File: src/rtl/pulse_gen_pkg.sv
// Shared definitions for the pulse_gen block: FSM encoding, default counter
// width and the width clamp helper.
package pulse_gen_pkg;

  localparam int CNT_W_DEF = 8;

  localparam logic [1:0] ST_IDLE   = 2'd0;
  localparam logic [1:0] ST_DELAY  = 2'd1;
  localparam logic [1:0] ST_ACTIVE = 2'd2;
  localparam logic [1:0] ST_GAP    = 2'd3;

  typedef enum logic [1:0] {
    IDLE   = ST_IDLE,
    DELAY  = ST_DELAY,
    ACTIVE = ST_ACTIVE,
    GAP    = ST_GAP
  } state_e;

  // A programmed width of zero still produces a one-cycle pulse.
  function automatic logic [31:0] clamp_width(input logic [31:0] w);
    return (w == 32'd0) ? 32'd1 : w;
  endfunction

endpackage

File: src/rtl/pulse_gen_cnt.sv
// Loadable down-counter shared by the delay, active and gap phases of pulse_gen.
module pulse_gen_cnt #(
  parameter int CNT_W = 8
) (
  input  logic             sys_clk,
  input  logic             sys_rst_n,
  input  logic             load,
  input  logic             en,
  input  logic [CNT_W-1:0] load_val,
  output logic             zero
);

  logic [CNT_W-1:0] cnt;

  always_ff @(posedge sys_clk or negedge sys_rst_n) begin
    if (!sys_rst_n) begin
      cnt <= '0;
    end else if (load) begin
      cnt <= load_val;
    end else if (en && (cnt != '0)) begin
      cnt <= cnt - CNT_W'(1);
    end
  end

  assign zero = (cnt == '0);

endmodule

File: src/rtl/pulse_gen.sv
// Programmable delayed pulse generator with enforced low gap and status strobes.
// Define PULSE_GEN_RETRIG_EN to let a trigger during the high phase extend the pulse.
module pulse_gen
  import pulse_gen_pkg::*;
#(
  parameter int CNT_W   = CNT_W_DEF,
  parameter int GAP_MIN = 1
) (
  input  logic             sys_clk,
  input  logic             sys_rst_n,
  input  logic             trig_pulse,
  input  logic [CNT_W-1:0] cfg_delay,
  input  logic [CNT_W-1:0] cfg_width,
  output logic             ctrl_level,
  output logic             busy,
  output logic             done_pulse,
  output logic             trig_drop
);

  localparam logic [CNT_W-1:0] ONE    = CNT_W'(1);
  localparam logic [CNT_W-1:0] GAP_LD = (GAP_MIN > 0) ? CNT_W'(GAP_MIN - 1) : '0;
`ifdef PULSE_GEN_RETRIG_EN
  localparam bit RETRIG = 1'b1;
`else
  localparam bit RETRIG = 1'b0;
`endif

  state_e           state, next_state;
  logic [CNT_W-1:0] width_q, cfg_w_clamp, cnt_ld_val;
  logic             cnt_load, cnt_zero, width_ld, drop;

  assign cfg_w_clamp = CNT_W'(clamp_width(32'(cfg_width)));

  pulse_gen_cnt #(.CNT_W(CNT_W)) u_cnt (
    .sys_clk   (sys_clk),
    .sys_rst_n (sys_rst_n),
    .load      (cnt_load),
    .en        (state != IDLE),
    .load_val  (cnt_ld_val),
    .zero      (cnt_zero)
  );

  // Counter is loaded with (phase length - 1) on every phase entry.
  always_comb begin
    next_state = state;
    cnt_load   = 1'b0;
    cnt_ld_val = '0;
    width_ld   = 1'b0;
    drop       = 1'b0;
    unique case (state)
      IDLE: begin
        if (trig_pulse) begin
          width_ld = 1'b1;
          cnt_load = 1'b1;
          if (cfg_delay == '0) begin
            next_state = ACTIVE;
            cnt_ld_val = cfg_w_clamp - ONE;
          end else begin
            next_state = DELAY;
            cnt_ld_val = cfg_delay - ONE;
          end
        end
      end
      DELAY: begin
        drop = trig_pulse;
        if (cnt_zero) begin
          next_state = ACTIVE;
          cnt_load   = 1'b1;
          cnt_ld_val = width_q - ONE;
        end
      end
      ACTIVE: begin
        if (trig_pulse && RETRIG) begin
          cnt_load   = 1'b1;
          cnt_ld_val = cfg_w_clamp - ONE;
        end else begin
          drop = trig_pulse;
          if (cnt_zero) begin
            next_state = (GAP_MIN > 0) ? GAP : IDLE;
            cnt_load   = 1'b1;
            cnt_ld_val = GAP_LD;
          end
        end
      end
      GAP: begin
        drop = trig_pulse;
        if (cnt_zero) next_state = IDLE;
      end
      default: next_state = IDLE;
    endcase
  end

  always_ff @(posedge sys_clk) begin
    if (width_ld) width_q <= cfg_w_clamp;
  end

  // Outputs are registered from the next state so they line up with the state register.
  always_ff @(posedge sys_clk or negedge sys_rst_n) begin
    if (!sys_rst_n) begin
      state      <= IDLE;
      ctrl_level <= 1'b0;
      busy       <= 1'b0;
      done_pulse <= 1'b0;
      trig_drop  <= 1'b0;
    end else begin
      state      <= next_state;
      ctrl_level <= (next_state == ACTIVE);
      busy       <= (next_state != IDLE);
      done_pulse <= (state == ACTIVE) && (next_state != ACTIVE);
      trig_drop  <= drop;
    end
  end

endmodule

File: config.mk
export PLATFORM = sky130hd
export DESIGN_NAME = pulse_gen
export DESIGN_NICKNAME = d
export VERILOG_FILES = /design/src/rtl/pulse_gen_pkg.sv /design/src/rtl/pulse_gen_cnt.sv /design/src/rtl/pulse_gen.sv
export SDC_FILE = /design/constraint.sdc
export NUM_CORES = 1
export LEC_CHECK = 0
export BUFFER_PORTS_ARGS = -buffer_cell sky130_fd_sc_hd__buf_2
export CAP_MARGIN = 20
export CORE_ASPECT_RATIO = 1.75
export CORE_UTILIZATION = 60
export CTS_BUF_LIST = sky130_fd_sc_hd__clkbuf_16
export DETAILED_ROUTE_END_ITERATION = 12
export GPL_TIMING_DRIVEN = 1
export PLACE_DENSITY = 0.83
export SETUP_SLACK_MARGIN = 0.5
export SKIP_LAST_GASP = 1
export SLEW_MARGIN = 0
export SYNTH_ARGS = -nofsm -noshare
export SYNTH_HDL_FRONTEND = slang
export SYNTH_HIERARCHICAL = 1
export SYNTH_SLANG_ARGS = --single-unit
File: constraint.sdc
create_clock -name sys_clk -period 6.8 [get_ports sys_clk]
set_clock_uncertainty 0.05 [all_clocks]
set_input_delay 0 -clock sys_clk [delete_from_list [all_inputs] [get_ports sys_clk]]
set_output_delay 0 -clock sys_clk [all_outputs]
set_load 0.02 [all_outputs]
; ---- Yosys cells after proc, flatten, opt, wreduce, memory -nomap -nowiden
; Index checks and enable logic that the tools add are counted.
[classes]
n_addsub = 4
eq_ne = 5
muxes = 18
n_reduce_logical = 12
[op_table]
columns = operator, count
row1 = 2-to-1 mux 8 bit, 6
row2 = "subtractor 8 x 1 -> 8 bit, second input constant", 4
row3 = logical NOT 8 bit, 3
row4 = one-hot mux 8 bit (2 select lines), 1
row5 = 2-to-1 mux 2 bit, 5
row6 = one-hot mux 2 bit (4 select lines), 1
row7 = nonzero test 8 bit, 1
row8 = "equality test 2 bit, second input constant", 3
row9 = nonzero test 2 bit, 3
row10 = 2-to-1 mux 1 bit, 4
row11 = OR reduction 3 bit, 1
row12 = "equality test 2 x 1 -> 1 bit, second input constant", 1
row13 = logical AND 1 bit, 2
row14 = logical NOT 2 bit, 1
row15 = "!= test 2 bit, second input constant", 1
row16 = one-hot mux 1 bit (2 select lines), 1
row17 = OR reduction 2 bit, 1
[totals]
regBits = 22

; ---- Longest topological paths before layout
; Gate-level depths: netlist (run 1).
[logic_depth]
ltp_word = 7
mapped_depth = 12
ltp_nobuf = 11

; ---- By module
; The synthesis (run 1) kept the hierarchy.
[by_module_without_submodules]
columns = module, n_inst, cells_per_inst, area_each_um2, seq_area_each_um2
row1 = pulse_gen, 1, 123, 1107.3, 390.4
row2 = pulse_gen_cnt, 1, 58, 528.0, 200.2

; ---- Worst setup path after synthesis (run 1)
; Ideal clock, no wire load.
[synth_path]
kind = register to register
from = register u_cnt.cnt[0]
to = register u_cnt.cnt[7]
t_arrival_ns = 2.402
required_ns = 6.624
path_slack_ns = 4.222
stages_incl_launch_ff = 10
n_path_buf = 0
path_cell_list = dfrtp_1 inv_1 ha_1 or3b_2 nor2_1 nand2_1 a21oi_1 clkinv_1 o311a_1 a221o_1
[synth_between]
elab_chain_cells = 4
elab_cells_between_ends = 11
cone_classes = add/sub (1) / mux (6) / reduce/logical (4)
[synth_lines]
columns = element, line_no
row1 = start: declaration, pulse_gen_cnt.sv:13  ; logic [CNT_W-1:0] cnt;
row2 = start signal: assignment, pulse_gen_cnt.sv:19  ; cnt <= load_val;
row3 = start signal: assignment, pulse_gen_cnt.sv:21  ; cnt <= cnt - CNT_W'(1);
row4 = logical NOT 8 bit *, pulse_gen_cnt.sv:25  ; assign zero = (cnt == '0);
row5 = via cnt_zero, pulse_gen.sv:30  ; logic cnt_load, cnt_zero, width_ld, drop;
row6 = 2-to-1 mux 1 bit *, "pulse_gen.sv:66, pulse_gen.sv:78"
row7 = one-hot mux 1 bit (2 select lines) *, pulse_gen.sv:50  ; unique case (state)
row8 = via cnt_load, pulse_gen.sv:30
row9 = 2-to-1 mux 8 bit / nonzero test 2 bit (equally long branches), n/a
; Mark *: on every way through the listed nets, which the timed path passes. The rest lies on a longest branch. The select of a mux whose other input is x is not followed.
; A chain may end at the register's enable or synchronous reset.

; ---- Worst setup path after layout (run 1)
; Ends and elaborated chain as after synthesis.

==> results of run 1 <==
## logic make-up after synthesis
logic type | after synthesis
simple gates | 66
compound gates | 58
buf+inv | 22
flops | 22
fa+ha+maj | 8
xor+xnor | 5
## sequential cells by signal, summed over array words and instances, names as in the netlist
signal	count
done_pulse	1
state	2
trig_drop	1
ctrl_level	1
busy	1
width_q	8
u_cnt/cnt	8
## layout make-up
| type | instances | area, um2 | share of cell area |
|---|---|---|---|
| Clock inverter | 1 | 30.0 | 0.0156 |
| Clock buffer | 3 | 75.1 | 0.0390 |
| Tap cell | 26 | 32.5 | 0.0169 |
| Sequential cell | 22 | 591 | 0.307 |
| Timing Repair Buffer | 31 | 200 | 0.104 |
| Inverter | 11 | 41.3 | 0.0215 |
| Multi-Input combinational cell | 137 | 953 | 0.496 |
## placed cells by master, fill, tap and decap left out, drive strengths merged, types with 4 or more instances in the layout
cell type    netlist  layout
nor3               6       6
a31o               4       4
nand3              4       4
nor2              16      16
o31ai              5       5
buf                1      22
or4                8       8
or3                6       6
a21oi             10      10
nor4               5       5
a31oi              5       5
nand2              6       6
inv               10      10
dfrtp             14      14
dlygate4sd3        1       9
edfxtp             8       8
o22ai              6       6
o21ai              4       4
ha                 8       8
## layer usage
| metal | global-route usage | up-vias | share of wire |
|---|---|---|---|
| met2 | 0.611 | 86 | 0.58 |
| met3 | 0.0357 | 20 | 0.048 |
| li1 | - | 757 | - |
| met4 | 0.161 | 0 | 0.037 |
| met5 | 0 | - | 0 |
| met1 | 0.314 | 765 | 0.34 |
## worst paths after layout
path | startpoint | endpoint | slack, ps | cells after the start
max | u_cnt/cnt[0] | u_cnt/cnt[7] | 3100 | 9
min | cfg_width[0] | width_q[0] | 30 | 2
max reg2reg | u_cnt/cnt[0] | u_cnt/cnt[7] | 3100 | 9
min reg2reg | u_cnt/cnt[1] | u_cnt/cnt[1] | 540 | 2
max in group asynchronous | sys_rst_n | state[0] | 6340 | 2
min in group asynchronous | sys_rst_n | u_cnt/cnt[5] | 120 | 2
## stage by stage
stage | setup slack, ps | total power [mW] | util | hold slack (ps) | instance area, um2
2_1_floorplan | 4220 | 0.152 | - | -346 | 1640
6_report | 3100 | 0.328 | 0.762 | 26.5 | 1920
3_5_place_dp | 3210 | 0.165 | 0.685 | -140 | 1730
3_3_place_gp | 3380 | 0.164 | 0.685 | -143 | 1730
5_1_grt | 2800 | 0.337 | 0.762 | 27.1 | 1920
4_1_cts | 3150 | 0.329 | 0.762 | 14.5 | 1920
## power by group through the flow
stage | Combinational [mW] | Clock (mW) | Sequential (mW)
detailed placement | 0.0248 | 0 | 0.140
finish | 0.0300 | 0.160 | 0.138
CTS | 0.0289 | 0.162 | 0.138
global placement | 0.0239 | 0 | 0.140
global route | 0.0321 | 0.167 | 0.138
floorplan | 0.0112 | 0 | 0.141
==> impl.org, run 1 <==
** Run status
- The run finished with clean final reports.

** Clock network
- Resized Gates After CTS :: 0
- H-tree depth :: 1
- Clock tree from TritonCTS :: built
- Count of hold-fix buffers inserted at cts :: 9
- Clock tree synthesis found a total of 22 sinks.
- CTS clock-pin slew for the worst setup and hold paths :: 60 ps
- The clock passes through at most 2 buffers.
- The number of clock buffers added by TritonCTS is 3.
- Clk root buf :: clkbuf_16
- Later-pin clock latency in the skew report :: between 200 and 300 ps
- Buffers added to address setup during post-CTS repair amount to 0.

** Pwr
- Cell Pwr Density :: 171 nW/um2
- Sw Pwr :: between 0.06 and 0.07 mW
- Combinational share of power :: 0.091
- The share of total power dissipated in sequential elements is 0.421.
- In this run the static leakage power is 0.725 nW.
- The share of total power dissipated in the clock network is 0.488.
- Across the VDD grid, the largest voltage drop is 0.230 mV.
- The internal power of the cells totals 0.267 mW.
- Of the total power, the share spent switching nets is 0.185.

** Synthesis
- Synthesis instantiated 55 different standard cells from the library.
- In this run, synthesis produced a sequential element count of 22.
- Post-synthesis share of cell area spent on full adders, half adders and majority gates :: 0.0612
- Leading cell types by total area after synthesis :: dfrtp_1, edfxtp_1, ha_1
- Sequential share of the synthesized area :: 0.361
- Synth Area in Compound Gates :: 0.261
- Xor-xnor portion of the synthesized cell area :: 0.0268
- Synthesis produced 181 cells.
- Synth warn :: 6
- In the synthesized netlist the async set-or-reset flop fraction comes to 0.636.
- In this run, synthesis inferred 8 flip-flops with an integrated enable.
- Leading area contributor after synthesis :: dfrtp_1
- Post-synthesis mux area share :: 0
- Largest family of logic cells by synthesized area :: compound AO/OA/AOI/OAI gates
- Synthesized area per cell :: between 9 and 10 um2
- Synthesis produced a netlist with a net count of ~210.
- In the post-synthesis netlist, the cell with the most instances is nor2_1.
- Share of Yosys cell area claimed by the top area cell type :: 0.214
- Ranking of synthesized cells by instance count :: nor2_1, dfrtp_1, a21oi_1, inv_1
- Of the total synthesized cell area, the portion taken by AND, OR, NAND and NOR gates is 0.234.
- In this run the cell area of the synthesized design comes to 1640 um2.
- The most used flip-flop cell after synthesis is dfrtp_1.

** Final layout
- Count of nets after finishing :: roughly 230
- Excluding fillers, the count of instances in the completed layout stands at between 200 and 250.
- Relative to the synthesized area, the layout overhead comes to 17.6%.
- Number of antenna diodes :: 0
- Count of fill cells added during filler insertion :: 183
- Share of final-layout standard cells stronger than drive strength 1 :: 0.185

** Timing
- Setup repair after global routing left no endpoint under its margin.
- Counting I/O delays and the setup requirement, the final critical path takes between 3000 and 4000 ps.
- In this run the tightest slew margin relative to its limit is 0.347.
- Setup violations remaining at the end of the flow were counted as 0.
- Setup total negative slack on the finished layout was measured at 0 ps.
- Final hold violation count :: 0
- Timing would allow up to about 0.27 GHz.
- Slew at the pin closest to its max-slew limit :: 979 ps
- Dividing the final minimum period by the clock period gives 0.544.
- The count of final max-slew check failures is 0.

** Die
- The floorplan step defined a die boundary enclosing 2950 um2.
- In this run the vertical extent of the chip is 71.1 um.
- The region available for standard cell placement spans 2520 um2.
- The floorplan has 24 rows.
- Io pins :: 23
- Initial standard-cell utilization of the core :: 0.648
- Width of the die :: 41.5 um

** Drt
- Starting DRC count in detailed routing :: 100
- Detail-routed net length per standard cell :: 19.1 um
- Detailed-router iteration count before antenna repair :: 4
- For this run, design rule violations remaining after detail routing come to 0.
- Remaining antenna violation count :: 0
- After detailed routing, the number of vias per cell comes to 7.05.
- Vias post-DR :: 1628
- The final layout contains routed wiring with a total length of 4.41 mm.

** Setup path
- STA puts the critical path data required time at between 6000 and 7000 ps.
- Worst setup EP type :: register
- Cell type of the slowest stage on the worst timing path :: a21oi_1
- Arrival time at the worst endpoint :: between 3000 and 4000 ps
- In this design, the largest share of critical-path delay is due to compound AO/OA/AOI/OAI gates.
- Slowest Stage Delay on Critical Path :: 790 ps
- STA classifies the critical path startpoint as a register.
- The critical path is of the reg -> reg type.
- Critical path, cell by cell :: inv_1 -> ha_1 -> or3b_2 -> nor2_1 -> nand2_1 -> a21oi_1 -> clkinv_1 -> o311a_1 -> a221o_1
- Of all nets on the critical path, the largest fanout is 14.
- Counting both buffers and inverters, the worst setup path holds a total of 2.

** Place
- Including well taps, the total number of placed cells is around 220.
- Half-perimeter wire length after detailed placement :: about 3.2 mm
- At the end of routability-driven placement, the weighted congestion stood at 0.903.
- Number of port buffers :: 22

** Global route
- Wire length of the first global-routing pass :: 7.17 mm
- Maximum number of pins on one net before global-route repair :: 15
- The via count of the first global-routing pass was 1572.
- Total overflow reported by the global router :: 0
- Global-route usage over all layers :: 0.315
- The initial antenna violation count is 0.

** Job
- The tool flagged a number of max-cap violations equal to 0.

** Worst hold path
- In this run the worst hold path is classified as in -> reg.
No activity file was read; power rests on OpenSTA's default activity.
==> run 2, diff against run 1 <==
Settings changed: CORE_UTILIZATION 60 to 51, PLACE_DENSITY 0.83 to 0.75.
Clock period 6.8 ns to 3 ns, I/O delays scaled along.
==> run 2 against run 1 <==
Sequential power increased by 130%. Design area up 5.5%. Via count shrank 0.18%. Die area rose by 17%. Clock power up 140%. Count of clock-buffer cells in the layout is the same. First-iteration DRC count decreased by 3.0%. Final cell count rose by 9.5%. Combinational power is 130% higher. Hold slack worse by 12 ps. Utilization is 8.4 points lower. Critical path depth stayed put.
==> impl.org, run 2 (synthesized netlist as in run 1, its figures left out) <==
** Place
- The placed standard-cell area is 1790 um2 (+3.8%).
- The number of placed instances, taps included came to 240 (+10%).
- The post-placement worst setup slack came to 332 ps (-2880 ps).
- Routability congestion estimate :: 0.920 (+1.9%)
- Number of port buffers :: 22 (unchanged)
- Half-perimeter wire length after detailed placement :: 3.41 mm (+6.5%)

** Timing
- The final count of hold timing violations is 0 (unchanged).
- The worst-case setup margin in the final layout was 615 ps (-2480 ps).
- Setup violation total in the final timing report :: 0 (unchanged)
- The final critical-path required period is 2390 ps (-1320 ps).
- Maximum clock frequency :: 0.419 GHz (+55%)
- The final critical-path share of the clock period was 0.795 (+0.251).
- Slew at the pin closest to its max-slew limit :: 657 ps (-323 ps)
- Summed negative setup slack over all endpoints :: 0 ps (unchanged)
- Max-slew violation total from the final report :: 0 (unchanged)
- Unrepaired setup endpoints after global routing :: no
- Worst slew slack as a fraction of its limit :: 0.558 (+0.211)

** Worst hold path
- The min-delay analysis places its worst path in the category in -> reg.

** Global route
- The wire length of the first global-routing pass is 7.34 mm (+2.4%).
- Global-route usage over all layers :: 0.282 (-0.0328)
- Maximum number of pins on one net before global-route repair :: 15 (unchanged)
- Vias in the first global route :: 1600 (+1.8%)
- Total overflow reported by the global router :: 0 (unchanged)
- The initial antenna violation count was 0 (unchanged).

** Clock network
- The clock edge transition at the registers on the reported setup and hold paths was 60 ps (about the same).
- H-tree depth :: 1 (unchanged)
- Later-pin clock latency in the skew report :: 260 ps (about the same)
- Maximum number of buffers from clock root to sink :: 2 (unchanged)
- The number of buffers created by CTS is 3 (unchanged).
- The number of sinks handled by clock tree synthesis is 22 (unchanged).
- Clock tree from TritonCTS :: built
- CTS placed an instance of clkbuf_16 at the clock tree root.
- Post-CTS Setup Repair Bufs :: 0 (unchanged)

** Job
- The number of maximum-capacitance violations is 0 (unchanged).

** Final layout
- Largest registers ranked by flip-flop count :: u_cnt/cnt: 8 flops, width_q: 8 flops, state: 2 flops
- Most frequent standard cell in the layout excluding fill and tap cells :: buf_2
- The number of antenna cells inserted was 0 (unchanged).
- In the layout the commonest cells are buf_2, nor2_1, dfrtp_1.
- The design area was 2030 um2 (+5.5%).
- Count of fill cells added during filler insertion :: 261 (+43%)
- The area growth from synthesis to layout is 24.1%.
- Share of final-layout standard cells stronger than drive strength 1 :: 0.246 (+0.0611)
- Multi-input gate area :: 992 um2 (+4.1%)
- Reg area :: 591 um2 (unchanged)
- The non-filler instance count after layout is 253 (+9.5%).
- The final net count is 239 (+2.6%).

** Setup path
- The largest incremental delay on the critical path came to 500 ps (-290 ps).
- STA classifies the critical path endpoint as a register.
- Walking the worst path, the cells encountered are inv_1 -> ha_2 -> or3b_2 -> nor2_2 -> nand2_1 -> a21oi_4 -> buf_4 -> nor3_1 -> a221o_1.
- The setup path with the least slack is of type reg -> reg.
- The worst setup path is launched from a register.
- The kind of cell with the highest combined delay along the critical path is simple AND/OR/NAND/NOR gates.
- Cell type of the slowest stage on the worst timing path :: or3b_2
- Arrival time at the worst endpoint :: 2480 ps (-1300 ps)
- Number of buffer and inverter instances along the worst setup path :: 2 (unchanged)
- Data required time at the worst endpoint :: 3090 ps (-3790 ps)
- Maximum fanout encountered on the critical timing path :: 7 (-7)

** Die
- The count of boundary I/O pins came to 23 (unchanged).
- Height of the chip :: 76.9 um (+8.2%)
- Total die area :: 3450 um2 (+17%)
- The number of standard-cell rows in the floorplan is 26 (+8.3%).
- Width of the die :: 44.8 um (+8.1%)
- Initial standard-cell utilization of the core :: 0.546 (-0.102)
- The placeable core region came to 2990 um2 (+19%).

** Drt
- The detailed-route wire length per cell is 17.8 um (-6.8%).
- The count of routing violations after the opening detailed-route iteration was 97 (-3.0%).
- Number of DRC violations after detailed routing :: 0 (unchanged)
- Remaining antenna violation count :: 0 (unchanged)
- Detailed-router iteration count before antenna repair :: 4 (unchanged)
- Vias post-DR :: 1625 (-0.18%)
- Average via count per standard cell :: 6.42 (-8.9%)
- Final WL :: 4.50 mm (+2.0%)

** Pwr
- Maximum vdd drop :: 0.323 mV (+40%)
- The areal power density over the cells was 374 nW/um2 (+120%).
- LEAKAGE :: 0.767 nW (+5.9%)

** Run status
- The run finished with clean final reports.
==> run 2: metal layers <==
metal	part of all wire	wire, um	vias to the layer above	track usage
li1	-	-	763	-
met1	0.36	1640	765	0.290
met2	0.53	2400	75	0.509
met3	0.044	200	22	0.0447
met4	0.059	264	0	0.152
met5	0	0	-	0
==> run 2: stage by stage <==
step	hold slack [ps]	util	power, mW
after floorplan	-346	-	0.345
after global placement	-138	0.599	0.374
after detailed placement	-132	0.599	0.375
after CTS	7.88	0.668	0.757
after global routing	20.8	0.678	0.775
final	14.5	0.678	0.758
==> run 2: final timing paths <==
check                           depth (start not counted)  slack (ps)          from           end
worst min-delay path                                    2          10  cfg_width[0]    width_q[0]
min in group asynchronous                               2         110     sys_rst_n     trig_drop
worst max register to register                          9         610  u_cnt/cnt[0]  u_cnt/cnt[5]
worst max-delay path                                    9         610  u_cnt/cnt[0]  u_cnt/cnt[5]
max in group asynchronous                               2        2550     sys_rst_n  u_cnt/cnt[7]
worst min register to register                          2         560  u_cnt/cnt[4]  u_cnt/cnt[4]
==> run 2: repair_timing <==
action | CTS | global route
endpoints found under the hold margin | 22 | 0
gates resized for setup | 2 | 9
hold buffers | 9 | 0
setup endpoints to repair | 3 | 6
pin swaps | 0 | 1
==> run 2: power by group <==
part	leakage, nW	switching [mW]	internal, mW	total (mW)
sequential	0.225	0.000166	0.312	0.312
combinational	0.491	0.0373	0.0305	0.0678
clock	0.0511	0.113	0.265	0.378
==> run 2: worst register-to-register path, delay by kind of cell (launching register included) <==
kind	cells	cell delay, ps
adders and majority gates	1	210
and+or+nand+nor	4	790
AOI/OAI and AO/OA	2	520
buffers and inverters	2	290
DFF	1	410
==> run 2: area by class of cell <==
cell class              instances  share of cell area
flip-flops and latches         22               0.291
repair buffers                 37               0.121
multi-input cells             137               0.489
inverters                      11              0.0216
clock buffers                   3              0.0370
clock inverters                 1              0.0148
well taps                      42              0.0259
